`config.mk`:
```
export PLATFORM = sky130hd
export DESIGN_NAME = dmem_arbiter_flat
export DESIGN_NICKNAME = d
export VERILOG_FILES = /design/src/rtl/dmem_arb_pkg.sv /design/src/rtl/dmem_arbiter_if.sv /design/src/rtl/dmem_starve_ctr.sv /design/src/rtl/dmem_arbiter.sv /design/src/flat_wrapper.sv
export SDC_FILE = /design/constraint.sdc
export NUM_CORES = 1
export LEC_CHECK = 0
export ABC_AREA = 1
export ABC_CLOCK_PERIOD_IN_PS = 1100
export BUFFER_PORTS_ARGS = -buffer_cell sky130_fd_sc_hd__buf_2
export CORE_UTILIZATION = 36
export DETAILED_ROUTE_END_ITERATION = 10
export PLACE_DENSITY_LB_ADDON = 0.15
export RECOVER_POWER = 100
export SLEW_MARGIN = 0
export SYNTH_ARGS = -nofsm -noshare
export SYNTH_HDL_FRONTEND = slang
export SYNTH_SLANG_ARGS = --single-unit
```
`constraint.sdc`:
```
create_clock -name clk -period 1.1 [get_ports clk]
set_clock_uncertainty 0.05 [all_clocks]
set_input_delay 0.11 -clock clk [delete_from_list [all_inputs] [get_ports clk]]
set_output_delay 0.11 -clock clk [all_outputs]
set_load 0.05 [all_outputs]
```
`src/rtl/dmem_arb_pkg.sv`:
```
// dmem_arb_pkg: shared widths and FSM state encoding for the data-memory arbiter
package dmem_arb_pkg;
  localparam int AW = 8;
  localparam int DW = 16;
  typedef enum logic {ARB = 1'b0, LOCKED = 1'b1} state_t;
endpackage

```
`src/rtl/dmem_arbiter_if.sv`:
```
// dmem_arbiter_if: requester ports (pipeline, loader) and data-memory pins of the arbiter
interface dmem_arbiter_if;
  import dmem_arb_pkg::*;
  logic          req0, we0, gnt0, rvalid0;
  logic [AW-1:0] addr0;
  logic [DW-1:0] wdata0, rdata0;
  logic          req1, we1, gnt1, rvalid1, lock1;
  logic [AW-1:0] addr1;
  logic [DW-1:0] wdata1, rdata1;
  logic          mem_dwe;
  logic [AW-1:0] mem_addr;
  logic [DW-1:0] mem_wdata, mem_rdata;
  modport master (
    output req0, we0, addr0, wdata0, req1, we1, addr1, wdata1, lock1, mem_rdata,
    input  gnt0, rvalid0, rdata0, gnt1, rvalid1, rdata1, mem_dwe, mem_addr, mem_wdata
  );
  modport slave (
    input  req0, we0, addr0, wdata0, req1, we1, addr1, wdata1, lock1, mem_rdata,
    output gnt0, rvalid0, rdata0, gnt1, rvalid1, rdata1, mem_dwe, mem_addr, mem_wdata
  );
endinterface

```
`src/rtl/dmem_starve_ctr.sv`:
```
// dmem_starve_ctr: 4-bit saturating count of cycles the loader was denied
module dmem_starve_ctr #(
  parameter int MAX = 4
) (
  input  logic clk,
  input  logic rst,
  input  logic inc,
  input  logic clr,
  input  logic hold,
  output logic at_max
);
  localparam logic [3:0] L_MAX = 4'(MAX);
  logic [3:0] r_cnt;
  always_ff @(posedge clk) begin
    if (rst) r_cnt <= '0;
    else if (!hold) r_cnt <= clr ? 4'd0 : (inc && r_cnt != L_MAX) ? r_cnt + 4'd1 : r_cnt;
  end
  assign at_max = r_cnt == L_MAX;
endmodule

```
`src/rtl/dmem_arbiter.sv`:
```
// dmem_arbiter: pipeline/loader data-memory arbiter with loader lock; DMEM_ARB_STARVE_EN enables the starvation guard
module dmem_arbiter
  import dmem_arb_pkg::*;
#(
  parameter int STARVE_MAX = 4
) (
  input logic           clk,
  input logic           rst,
  dmem_arbiter_if.slave bus
);
  state_t        r_state, w_state_nx;
  logic          w_gnt0, w_gnt1, w_pri1;
  logic          r_rvalid0, r_rvalid1;
  logic [DW-1:0] r_rdata0, r_rdata1;
`ifdef DMEM_ARB_STARVE_EN
  logic w_at_max;
  dmem_starve_ctr #(.MAX(STARVE_MAX)) u_starve (
    .clk    (clk),
    .rst    (rst),
    .inc    (bus.req1 & ~w_gnt1),
    .clr    (w_gnt1 | ~bus.req1),
    .hold   (r_state == LOCKED),
    .at_max (w_at_max)
  );
  assign w_pri1 = w_at_max & bus.req1;
`else
  logic w_unused_cfg;
  assign w_unused_cfg = |STARVE_MAX;
  assign w_pri1 = 1'b0;
`endif
  // grants are masked during reset so nothing reaches the memory pins
  always_comb begin
    w_gnt0 = !rst && r_state == ARB && bus.req0 && !w_pri1;
    w_gnt1 = !rst && bus.req1 && (r_state == LOCKED || w_pri1 || !bus.req0);
    w_state_nx = r_state == LOCKED ? (bus.lock1 ? LOCKED : ARB) : (w_gnt1 && bus.lock1 ? LOCKED : ARB);
  end
  always_ff @(posedge clk) begin
    if (rst) begin
      r_state   <= ARB;
      r_rvalid0 <= 1'b0;
      r_rvalid1 <= 1'b0;
      r_rdata0  <= '0;
      r_rdata1  <= '0;
    end else begin
      r_state   <= w_state_nx;
      r_rvalid0 <= w_gnt0 && !bus.we0;
      r_rvalid1 <= w_gnt1 && !bus.we1;
      if (w_gnt0 && !bus.we0) r_rdata0 <= bus.mem_rdata;
      if (w_gnt1 && !bus.we1) r_rdata1 <= bus.mem_rdata;
    end
  end
  assign bus.gnt0      = w_gnt0;
  assign bus.gnt1      = w_gnt1;
  assign bus.rvalid0   = r_rvalid0;
  assign bus.rvalid1   = r_rvalid1;
  assign bus.rdata0    = r_rdata0;
  assign bus.rdata1    = r_rdata1;
  assign bus.mem_dwe   = (w_gnt0 & bus.we0) | (w_gnt1 & bus.we1);
  assign bus.mem_addr  = w_gnt1 ? bus.addr1 : bus.addr0;
  assign bus.mem_wdata = w_gnt1 ? bus.wdata1 : bus.wdata0;
endmodule

```
`src/flat_wrapper.sv`:
```
// flat-port wrapper written by rule: the top's interface ports become plain ports
module dmem_arbiter_flat import dmem_arb_pkg::*;
#(
  parameter int STARVE_MAX = 4
)
  (clk, rst, bus_req0, bus_we0, bus_addr0, bus_wdata0, bus_req1, bus_we1, bus_addr1, bus_wdata1, bus_lock1, bus_mem_rdata, bus_gnt0, bus_rvalid0, bus_rdata0, bus_gnt1, bus_rvalid1, bus_rdata1, bus_mem_dwe, bus_mem_addr, bus_mem_wdata);
  dmem_arbiter_if bus_i ();
  input logic clk;
  input logic rst;
  input wire logic [$bits(bus_i.req0)-1:0] bus_req0;
  input wire logic [$bits(bus_i.we0)-1:0] bus_we0;
  input wire logic [$bits(bus_i.addr0)-1:0] bus_addr0;
  input wire logic [$bits(bus_i.wdata0)-1:0] bus_wdata0;
  input wire logic [$bits(bus_i.req1)-1:0] bus_req1;
  input wire logic [$bits(bus_i.we1)-1:0] bus_we1;
  input wire logic [$bits(bus_i.addr1)-1:0] bus_addr1;
  input wire logic [$bits(bus_i.wdata1)-1:0] bus_wdata1;
  input wire logic [$bits(bus_i.lock1)-1:0] bus_lock1;
  input wire logic [$bits(bus_i.mem_rdata)-1:0] bus_mem_rdata;
  output wire logic [$bits(bus_i.gnt0)-1:0] bus_gnt0;
  output wire logic [$bits(bus_i.rvalid0)-1:0] bus_rvalid0;
  output wire logic [$bits(bus_i.rdata0)-1:0] bus_rdata0;
  output wire logic [$bits(bus_i.gnt1)-1:0] bus_gnt1;
  output wire logic [$bits(bus_i.rvalid1)-1:0] bus_rvalid1;
  output wire logic [$bits(bus_i.rdata1)-1:0] bus_rdata1;
  output wire logic [$bits(bus_i.mem_dwe)-1:0] bus_mem_dwe;
  output wire logic [$bits(bus_i.mem_addr)-1:0] bus_mem_addr;
  output wire logic [$bits(bus_i.mem_wdata)-1:0] bus_mem_wdata;
  assign bus_i.req0 = bus_req0;
  assign bus_i.we0 = bus_we0;
  assign bus_i.addr0 = bus_addr0;
  assign bus_i.wdata0 = bus_wdata0;
  assign bus_i.req1 = bus_req1;
  assign bus_i.we1 = bus_we1;
  assign bus_i.addr1 = bus_addr1;
  assign bus_i.wdata1 = bus_wdata1;
  assign bus_i.lock1 = bus_lock1;
  assign bus_i.mem_rdata = bus_mem_rdata;
  assign bus_gnt0 = bus_i.gnt0;
  assign bus_rvalid0 = bus_i.rvalid0;
  assign bus_rdata0 = bus_i.rdata0;
  assign bus_gnt1 = bus_i.gnt1;
  assign bus_rvalid1 = bus_i.rvalid1;
  assign bus_rdata1 = bus_i.rdata1;
  assign bus_mem_dwe = bus_i.mem_dwe;
  assign bus_mem_addr = bus_i.mem_addr;
  assign bus_mem_wdata = bus_i.mem_wdata;
  dmem_arbiter #(.STARVE_MAX(STARVE_MAX)) u_core (.clk(clk), .rst(rst), .bus(bus_i));
endmodule
```
# After elaboration in Yosys (flattened, before gate mapping)
# Index checks and enable logic that the tools add are counted.
[totals]
reg_bits = 35
input_bits = 71
out_inout_bits = 61
word_cells = 26
[op_classes]
n_mux = 5
n_bitwise = 4
n_reduce_logical = 12
[ops]
columns = ["cell", "n"]
rows = [
  ["2-to-1 mux 16 bit", 1],
  ["2-to-1 mux 8 bit", 1],
  ["logical AND 1 bit", 7],
  ["zero test 1 bit", 4],
  ["2-to-1 mux 1 bit", 3],
  ["AND 1 bit", 2],
  ["logical OR 1 bit", 1],
  ["NOT 1 bit", 1],
  ["bitwise OR 1 bit", 1],
]

# Logic depth before layout (Yosys ltp)
[depth]
ltp_word = 6
ltp_mapped = 7

# Worst setup path before layout
# Ideal clock, no wire load.
[synth_timing]
path_kind = "reg-to-output"
start = "register u_core.r_state"
end = "output bus_mem_dwe"
arrival_ns = 1.583
required_ns = 0.940
slack_ns = -0.643
path_stages_with_launch = 6
n_path_buf = 1
cell_sequence = "dfxtp_1 inv_1 nand2_2 nand2_4 buf_2 o22ai_1"
[synth_via]
elab_chain_cells = 5
word_cells_on_any_way = 8
[synth_lines]
columns = ["element", "line_no", "text"]
rows = [
  ["from (decl)", "dmem_arbiter.sv:11", "state_t r_state, w_state_nx;"],
  ["from (signal assigned)", "dmem_arbiter.sv:45", "r_state <= w_state_nx;"],
  ["NOT 1 bit", "dmem_arbiter.sv:33", "w_gnt0 = !rst && r_state == ARB && bus.req0 && !w_pri1;"],
  ["logical AND 1 bit (2 in series)", "dmem_arbiter.sv:33", ""],
  ["AND 1 bit", "dmem_arbiter.sv:58", "assign bus.mem_dwe = (w_gnt0 & bus.we0) | (w_gnt1 & bus.we1);"],
  ["bitwise OR 1 bit (*)", "dmem_arbiter.sv:58", ""],
  ["to (decl)", "flat_wrapper.sv:26", "output wire logic [$bits(bus_i.mem_dwe)-1:0] bus_mem_dwe;"],
]
# Every way passes the cells marked *; elsewhere a longest branch is shown, timed or not.

# Worst setup path in the final report
[layout_timing]
start = "register u_core.r_state"
end = "output bus_mem_wdata[7]"
[layout_via]
elab_chain_cells = 3
[layout_lines]
columns = ["element", "line_no", "text"]
rows = [
  ["logical OR 1 bit", "dmem_arbiter.sv:34", "w_gnt1 = !rst && bus.req1 && (r_state == LOCKED || w_pri1 || !bus.req0);"],
  ["logical AND 1 bit", "dmem_arbiter.sv:34", ""],
  ["2-to-1 mux 16 bit", "dmem_arbiter.sv:60", "assign bus.mem_wdata = w_gnt1 ? bus.wdata1 : bus.wdata0;"],
  ["to (decl)", "flat_wrapper.sv:28", "output wire logic [$bits(bus_i.mem_wdata)-1:0] bus_mem_wdata;"],
]
# Every way passes these cells.

==> results.toml <==
[clock_network]
cts_hold_buf = 0
cts_made_buffers = 5
clk_pin_slew_worst_paths_ns = 0.07
cts_tree = "built"
clock-sinks = 35
htreeDepth = 2
clk_path_buf_depth = 2
cts_root_buffer = "clkbuf_8"
clk_latency_ns = 0.28

[cells_and_area]
drive_above_1_share_pct = 58.3
num-nets-final = 511
fillers = 353
num_antenna_cells = 0
multi_input_comb_area_sq_um = 1260
layout_common_cells = "100 x buf_2, 51 x inv_1, 47 x nand2_1, 34 x dfxtp_1, 32 x nand2_4"
fin_cells = 508
area_growth_pct = 106
seqCellArea_sq_um = 702
final_common_cell = "buf_2"
final_util_pct = 77.8

[worst_setup_path]
worst_setup_path_start_kind = "flop"
end_kind = "output port"
cp.arrival_ns = 1.32
path_cells = "inv_2 > nand2_4 > nand2_8 > inv_16 > nand2_1 > nand2_4 > buf_8"
worstSetupPathType = "flop to output port"
r2r_cells = 8
crit_path_max_incr_delay_ns = 0.33
crit_top_cell = "nand2_4"
crit_slowest_cell = "dfxtp_2"
cp_data_required_time_ns = 0.94
path_max_fanout = 25

[yosys]
synth_area_per_cell_sq_um = 6.33
ys_ff_latch = 35
yosysSeqAreaShare_pct = 39.0
synth_top_area_share_pct = 39.0
netlist_area_sq_um = 1800
synth.net_count = 355
yosysTopAreaCell = "dfxtp_1"
netlist_top_cells_area = "dfxtp_1 39%, nand2_1 22%, inv_1 11%"
synth_warnings = 0
syn_inst = 284
yosysUniqueCellTypes = 22

[floorplanning]
die_w_um = 72.6
start_util_pct = 37.8
io_pins = 132
core_area_sq_um = 4750
die-area_sq_um = 5280
die_y_um = 72.6
rows = 25

[power]
power_density_nw_per_um2 = 1050
leakage_uw = 0.00194
vdd_drop_max_mv = 0.563

[route]
vias_per_cell = 4.61
drt_first_pass_iters = 4
antenna_left = 0
drt_wl_total_mm = 6.80
wl_per_cell_um = 13.4
drtIter0Drc = 114
route.vias.total = 2344
drc = 0

[sta]
worst_pin_slew_ns = 0.409
period_needed_ns = 1.48
slew_violations = 0
fin_ws_ns = -0.383
relSlewSlack_pct = 72.5
rsz0062_at_grt = "yes"
clock.fmax_mhz = 674
setup_viol = 60
hold_violations = 0
fin_crit_sh_pct = 135

[min_path]
hp-class = "primary input to flop"
min_path_cells = 2

[status]
status = "finished with violations"
violations = "setup timing"

[global_route]
grt_pass1_wl_mm = 9.82
track_usage_pct = 24.4
grt_overflow_total = 0
antenna_found_initial = 0
grt_pass1_vias = 2184
grt_max_degree = 26

[placed_design]
hpwl_mm = 3.88
gp_congestion = 0.743
port_buffers = 131
dp.cells = 480

[run]
maxCapViolCount = 0
==> flip-flops by register name (all words and copies together), names as in the netlist <==
name / count
u_core.bus.rdata0: 16
u_core.bus.rdata1: 16
u_core.bus.rvalid0: 1
u_core.bus.rvalid1: 1
u_core.r_state: 1
==> per-stage QoR <==
step / hold slack [ns] / worst slack (ns) / instance area [sq um] / TNS (ns) / total power, uW
2_1_floorplan: 0.206 / -0.106 / 2010 / -2.00 / 2230
3_3_place_gp: 0.310 / -0.222 / 2760 / -7.98 / 2530
3_5_place_dp: 0.321 / -0.233 / 2760 / -8.80 / 2540
4_1_cts: 0.0220 / -0.367 / 3420 / -13.98 / 3750
5_1_grt: 0.0129 / -0.434 / 3700 / -18.93 / 4020
6_report: 0.0192 / -0.383 / 3700 / -16.00 / 3880
==> synthesized netlist by cell type, drive strengths merged <==
| cell | count |
|---|---|
| o21ai | 16 |
| nor2 | 18 |
| nand3 | 18 |
| buf | 12 |
| o22ai | 1 |
| clkinv | 1 |
| nand4 | 16 |
| dfxtp | 35 |
| nand2 | 108 |
| clkbuf | 2 |
| a21boi | 1 |
| inv | 56 |
==> metal layers <==
layer | global-route usage [%] | wire, um | part of all wire (%)
met5 | 0 | 0 | 0
met4 | 10.9 | 134 | 2.0
met3 | 5.39 | 384 | 5.6
met2 | 45.0 | 3660 | 54
met1 | 26.5 | 2620 | 39
==> report_power, final <==
| part | leakage, uW | internal, uW | switching, uW |
|---|---|---|---|
| Clock | 0.0000422 | 444 | 458 |
| Combinational | 0.00161 | 632 | 982 |
| Sequential | 0.000286 | 1330 | 32.4 |
==> cells by family (layout without fill, tap and decap cells) <==
logic type	after synthesis	count (layout)	share of synthesized area, %
AO/OA/AOI/OAI	18	18	5.22
buffers and inverters	71	226	16.4
flip-flops	35	35	39.0
AND/OR/NAND/NOR	160	162	39.3
==> worst paths after layout <==
check | from | endpoint | slack (ns)
worst min-delay path | bus_lock1 | u_core.r_state$_SDFF_PP0_ | 0.02
worst max-delay path | u_core.r_state$_SDFF_PP0_ | bus_mem_wdata[7] | -0.38
worst max register to register | u_core.r_state$_SDFF_PP0_ | u_core.bus.rdata0[12]$_SDFFE_PP0P_ | -0.28
worst min register to register | u_core.bus.rdata0[15]$_SDFFE_PP0P_ | u_core.bus.rdata0[15]$_SDFFE_PP0P_ | 0.41
==> critical path, delay by kind of cell, from the launching register on <==
kind                   cells  cell delay, ns
and+or+nand+nor            4            0.38
DFF                        1            0.33
buffers and inverters      3            0.31
==> final cells by class <==
cell class | instances | share of cell area [%]
clock inverter | 1 | 0.135
clock buffer | 7 | 2.06
inverter | 57 | 6.23
sequential | 35 | 19.0
timing repair buffer | 161 | 36.3
multi-input combinational | 180 | 34.0
tap | 67 | 2.27
==> timing repair <==
action,CTS,global route
gates cloned,6,2
endpoints found under the setup margin,47,61
resized for setup,145,43
pin swaps,10,6
buffers inserted,2,10
Note: power is estimated with default switching activity, not from simulation.
